$ cat src/rtl/cmd_ram_writer.sv
// Buffers CMD loader byte writes in a small FIFO and drains them into the shared RAM
// port on arbiter-free cycles, holding the CPU off the bus and issuing the entry jump afterwards.
module cmd_ram_writer #(
    parameter int ADDR         = 16,
    parameter int DATA         = 8,
    parameter int FIFO_AW      = 3,
    parameter int AFULL_MARGIN = 2
) (
    input  logic            clock,
    input  logic            reset,
    input  logic            loader_download,
    input  logic            loader_wr,
    input  logic [ADDR-1:0] loader_addr,
    input  logic [DATA-1:0] loader_data,
    input  logic            execute_enable,
    input  logic [ADDR-1:0] execute_addr,
    input  logic            mem_slot,
    output logic            ram_we,
    output logic [ADDR-1:0] ram_addr,
    output logic [DATA-1:0] ram_din,
    output logic            ioctl_wait,
    output logic            cpu_hold,
    output logic            jump_req,
    output logic [ADDR-1:0] jump_addr,
    input  logic            jump_ack,
    output logic            overflow,
    output logic [15:0]     write_count
);

    localparam int DEPTH = 1 << FIFO_AW;
    localparam int PW    = FIFO_AW + 1;
    localparam logic [PW-1:0] AFULL_LVL = PW'(DEPTH - AFULL_MARGIN);

    typedef enum logic [2:0] {IDLE, LOAD, DRAIN, JUMP, RELEASE} state_t;

    state_t state, next_state;

    logic [ADDR+DATA-1:0] fifo_mem [DEPTH];
    logic [PW-1:0] wr_ptr, rd_ptr, count, count_nxt;
    logic download_q, exec_pending;
    logic full, empty, accept_wr, push, pop, load_start;
    logic cpu_hold_nxt, jump_req_nxt;

    assign count      = wr_ptr - rd_ptr;
    assign empty      = (wr_ptr == rd_ptr);
    assign full       = (wr_ptr[FIFO_AW] != rd_ptr[FIFO_AW]) &&
                        (wr_ptr[FIFO_AW-1:0] == rd_ptr[FIFO_AW-1:0]);
    assign accept_wr  = loader_wr && ((state == LOAD) || (state == DRAIN));
    assign pop        = mem_slot && !empty;
    // A full FIFO can still take a byte when the head leaves in the same cycle.
    assign push       = accept_wr && (!full || pop);
    assign count_nxt  = count + {{FIFO_AW{1'b0}}, push} - {{FIFO_AW{1'b0}}, pop};
    assign load_start = (state == IDLE) && loader_download && !download_q;

    always_ff @(posedge clock or posedge reset) begin
        if (reset) begin
            state <= IDLE;
        end else begin
            state <= next_state;
        end
    end

    always_comb begin
        next_state = state;
        case (state)
            IDLE:    if (load_start) next_state = LOAD;
            LOAD:    if (!loader_download) next_state = DRAIN;
            // Wait for the last RAM strobe to retire and no late byte to arrive.
            DRAIN:   if (empty && !ram_we && !push) next_state = exec_pending ? JUMP : RELEASE;
            JUMP:    if (jump_ack) next_state = RELEASE;
            RELEASE: next_state = IDLE;
            default: next_state = IDLE;
        endcase
    end

    always_comb begin
        cpu_hold_nxt = (next_state != IDLE);
        jump_req_nxt = (next_state == JUMP);
    end

    always_ff @(posedge clock or posedge reset) begin
        if (reset) begin
            download_q   <= 1'b0;
            cpu_hold     <= 1'b0;
            jump_req     <= 1'b0;
            jump_addr    <= '0;
            exec_pending <= 1'b0;
            overflow     <= 1'b0;
            write_count  <= '0;
            ioctl_wait   <= 1'b0;
            ram_we       <= 1'b0;
            ram_addr     <= '0;
            ram_din      <= '0;
            wr_ptr       <= '0;
            rd_ptr       <= '0;
        end else begin
            download_q <= loader_download;
            cpu_hold   <= cpu_hold_nxt;
            jump_req   <= jump_req_nxt;
            ioctl_wait <= (count_nxt >= AFULL_LVL);
            ram_we     <= pop;

            if (push) wr_ptr <= wr_ptr + 1'b1;
            if (pop) begin
                rd_ptr              <= rd_ptr + 1'b1;
                {ram_addr, ram_din} <= fifo_mem[rd_ptr[FIFO_AW-1:0]];
            end

            if (load_start) begin
                write_count  <= '0;
                overflow     <= 1'b0;
                exec_pending <= 1'b0;
            end else begin
                if (pop && (write_count != 16'hFFFF)) write_count <= write_count + 16'd1;
                if (accept_wr && full && !pop) overflow <= 1'b1;
                if ((state == LOAD) && execute_enable) begin
                    exec_pending <= 1'b1;
                    jump_addr    <= execute_addr;
                end
            end
        end
    end

    always_ff @(posedge clock) begin
        if (push) fifo_mem[wr_ptr[FIFO_AW-1:0]] <= {loader_addr, loader_data};
    end

endmodule

$ cat config.mk
export PLATFORM = sky130hd
export DESIGN_NAME = cmd_ram_writer
export DESIGN_NICKNAME = d
export VERILOG_FILES = /design/src/rtl/cmd_ram_writer.sv
export SDC_FILE = /design/constraint.sdc
export NUM_CORES = 1
export LEC_CHECK = 0
export CORE_MARGIN = 5
export CORE_UTILIZATION = 56
export DETAILED_ROUTE_END_ITERATION = 7
export GPL_TIMING_DRIVEN = 0
export PLACE_DENSITY = 0.79
export RECOVER_POWER = 100
export SYNTH_ARGS = -nofsm -noshare
export SYNTH_HDL_FRONTEND = slang
export SYNTH_SLANG_ARGS = --single-unit
$ cat constraint.sdc
create_clock -name clock -period 4.43 [get_ports clock]
set_clock_uncertainty 0.05 [all_clocks]
set_input_delay 0.886 -clock clock [delete_from_list [all_inputs] [get_ports clock]]
set_output_delay 0.886 -clock clock [all_outputs]
set_load 0.1 [all_outputs]
==> results.json <==
{
  "holdPathStages": 2,
  "cts_buffers": 26,
  "violations": "capacitance limit, slew limit",
  "grt_max_degree": 50,
  "drc_errors": 0,
  "post_drt_via_cell_ratio": 5.930,
  "p_clk_share_pct": 22.4,
  "finalInstanceArea_um2": 12870,
  "fmaxAchievable_mhz": 248.2,
  "die_area_um2": 21700,
  "ff2ff_setup_slack_ns": 0.55,
  "reg2reg_to": "ioctl_wait",
  "core_area_um2": 18640,
  "p_int_w": 0.005764,
  "diodes": 0,
  "root_buffer": "clkbuf_16",
  "worstPathArrival_ns": 4.37,
  "synth-async-reset-ratio_pct": 27.82,
  "post_dp_cell_area_um2": 12200,
  "pwr_density_cell_nw_per_um2": 764.4,
  "power_switching_w": 0.004074,
  "syn_area_per_cell_um2": 17.81,
  "drtIter0Drc": 433,
  "cp_max_fo": 10,
  "rsz0062_at_grt": "false",
  "dp_hpwl_mm": 14.89,
  "whs_endpoint": "ram_din[6]",
  "drive_gt1_share_pct": 16.99,
  "grt_use_total_pct": 21.34,
  "grt_pass1_wl_mm": 35.82,
  "hold_start": "ram_din[6]",
  "clockBufferDepth": 3,
  "synth_seq_cells": 266,
  "syn_to_final_growth_pct": 21.89,
  "antenna_found_initial": 2,
  "ant_nets": 0,
  "fp.dieH_um": 147.3,
  "p_comb_share_pct": 43.1,
  "via_count": 5924,
  "worst_pin_slew_ns": 1.630,
  "ys_types": 42,
  "p_leak_nw": 4.616,
  "hold_class": "reg2reg",
  "yosys_warnings": 0,
  "finalHoldViolations": 0,
  "row_count": 50,
  "pwr-share-seq_pct": 34.5,
  "start_kind": "input port",
  "first_global_vias": 6304,
  "cts_setup_buffers": 0,
  "min_period_ns": 4.029,
  "cts_resized": 0,
  "timing.final.crit_share_pct": 90.95,
  "detail_route.wl_per_cell_um": 22.72,
  "syn_inst": 593,
  "fin_hold_ws_ns": 0.4286,
  "portBuffers": 107,
  "syn_area_um2": 10560,
  "synth-edff-count": 192,
  "vdd_drop_max_mv": 0.5044,
  "seq_area_frac_synth_pct": 72.14,
  "r2r_start": "wr_ptr[2]",
  "design_power_total_w": 0.009838,
  "drv_cap": 3,
  "reg2reg_depth": 15,
  "htreeDepth": 1,
  "hold_buffers": 0,
  "clkSlewWorstSetupHoldPaths_ns": 0.06,
  "finish.net_count": 802,
  "gp_congestion": 0.8396,
  "drt-total-wl_mm": 22.70,
  "layout.cells.non_filler": 999,
  "io_pins": 108,
  "placed_cells": 952,
  "fin_setup_tns_ns": 0,
  "clock_sinks": 266,
  "crit_path_end_kind": "flip-flop",
  "grt_overflow": 0,
  "ys.flop_type": "edfxtp_1",
  "fp.dieW_um": 147.3,
  "drt-pass1-iter-count": 5,
  "slew_violations": 44,
  "crit_type": "in2reg",
  "start_util_pct": 56.64,
  "p_sw_share_pct": 41.41,
  "clock_latency_ns": 0.52,
  "cts_tree": "built",
  "required_ns": 4.77,
  "setup_viol": 0,
  "status": "finished with violations",
  "syn_nets": 649,
  "slew-limit-headroom_pct": -8.761
}
-- through the flow --
stage               utilization [%]  setup slack [ns]
finish                        69.03            0.4010
global route                  69.03            0.1725
CTS                           70.07            0.4682
detailed placement            65.46          -0.06079
global placement              63.95            -2.630
floorplan                         -            0.1082
-- cells by family after synthesis --
family / synth area share (%)
muxes: 14.43
DFF: 72.14
AOI/OAI and AO/OA: 2.228
buffers and inverters: 1.931
adders and majority gates: 1.280
and+or+nand+nor: 5.830
xor gates and xnor gates: 2.157
-- routing by layer --
layer / GRT usage [%] / vias up / wire length [um]
li1: - / 2588 / -
met1: 28.76 / 2996 / 8816
met2: 35.81 / 279 / 11450
met3: 4.411 / 57 / 1832
met4: 6.151 / 4 / 573
met5: 0 / - / 25
-- synth_stat cells, types with 10 or more instances --
master	number	area [um2]
xnor2_1	24	210.2
mux4_2	48	1081
clkbuf_1	10	37.54
inv_1	15	56.30
mux2_2	18	202.7
buf_2	12	60.06
mux2i_1	24	240.2
edfxtp_1	192	5766
nor3_1	10	50.05
o21ai_0	30	150.1
nor2_1	25	93.84
dfrtp_1	74	1852
nand2_1	37	138.9
-- critical path, cell delays in order --
cell           delay [ns]
dlygate4sd3_1        0.60
inv_1                0.06
a41o_1               0.23
buf_6                0.15
buf_6                0.15
clkbuf_2             0.23
fa_1                 0.43
fa_1                 0.49
ha_1                 0.14
inv_1                0.05
fa_1                 0.38
xnor2_1              0.19
xnor2_1              0.16
xnor2_1              0.13
o21ai_0              0.09
-- power groups by stage --
stage                     clock network, W  logic [W]  registers (W)
after floorplan                          0    0.00162        0.00504
after detailed placement                 0    0.00441        0.00345
after global placement                   0    0.00421        0.00344
after global routing               0.00235    0.00448        0.00345
final                              0.00220    0.00424        0.00340
after CTS                          0.00223    0.00445        0.00340
-- layout make-up --
type	instances	area [um2]
clock inverter	14	161.4
sequential	266	7617
tap	234	292.8
buffer	28	141.4
inverter	16	61.31
multi-input combinational	283	2736
fill	1199	5773
clock buffer	33	698.2
timing repair buffer	125	1161
-- flip-flops by register name, summed over array words and instances, names as in the netlist, 3 cells and up --
register     flops
wr_ptr           4
ram_din          8
rd_ptr           4
state            3
write_count     16
fifo_mem       192
ram_addr        16
jump_addr       16
-- worst max-delay path by stage --
stage | from | end | slack [ns] | cells past startpoint
final | mem_slot | ioctl_wait | 0.40 | 15
after global routing | mem_slot | ioctl_wait | 0.17 | 15
after CTS | mem_slot | ioctl_wait | 0.47 | 15
after detailed placement | mem_slot | ioctl_wait | -0.06 | 15
after global placement | loader_wr | fifo_mem[0][2] | -2.63 | 4
after floorplan | loader_wr | fifo_mem[0][0] | 0.11 | 3
-- placed cells by master, fill, tap and decap left out, types with 23 or more instances in the layout --
cell / count
clkbuf_1: 32
clkbuf_16: 27
dfrtp_1: 74
dlygate4sd3_1: 90
edfxtp_1: 192
mux2i_1: 24
mux4_2: 48
nand2_1: 37
nor2_1: 23
o21ai_0: 30
xnor2_1: 24
No activity file was read; power rests on OpenSTA's default activity.
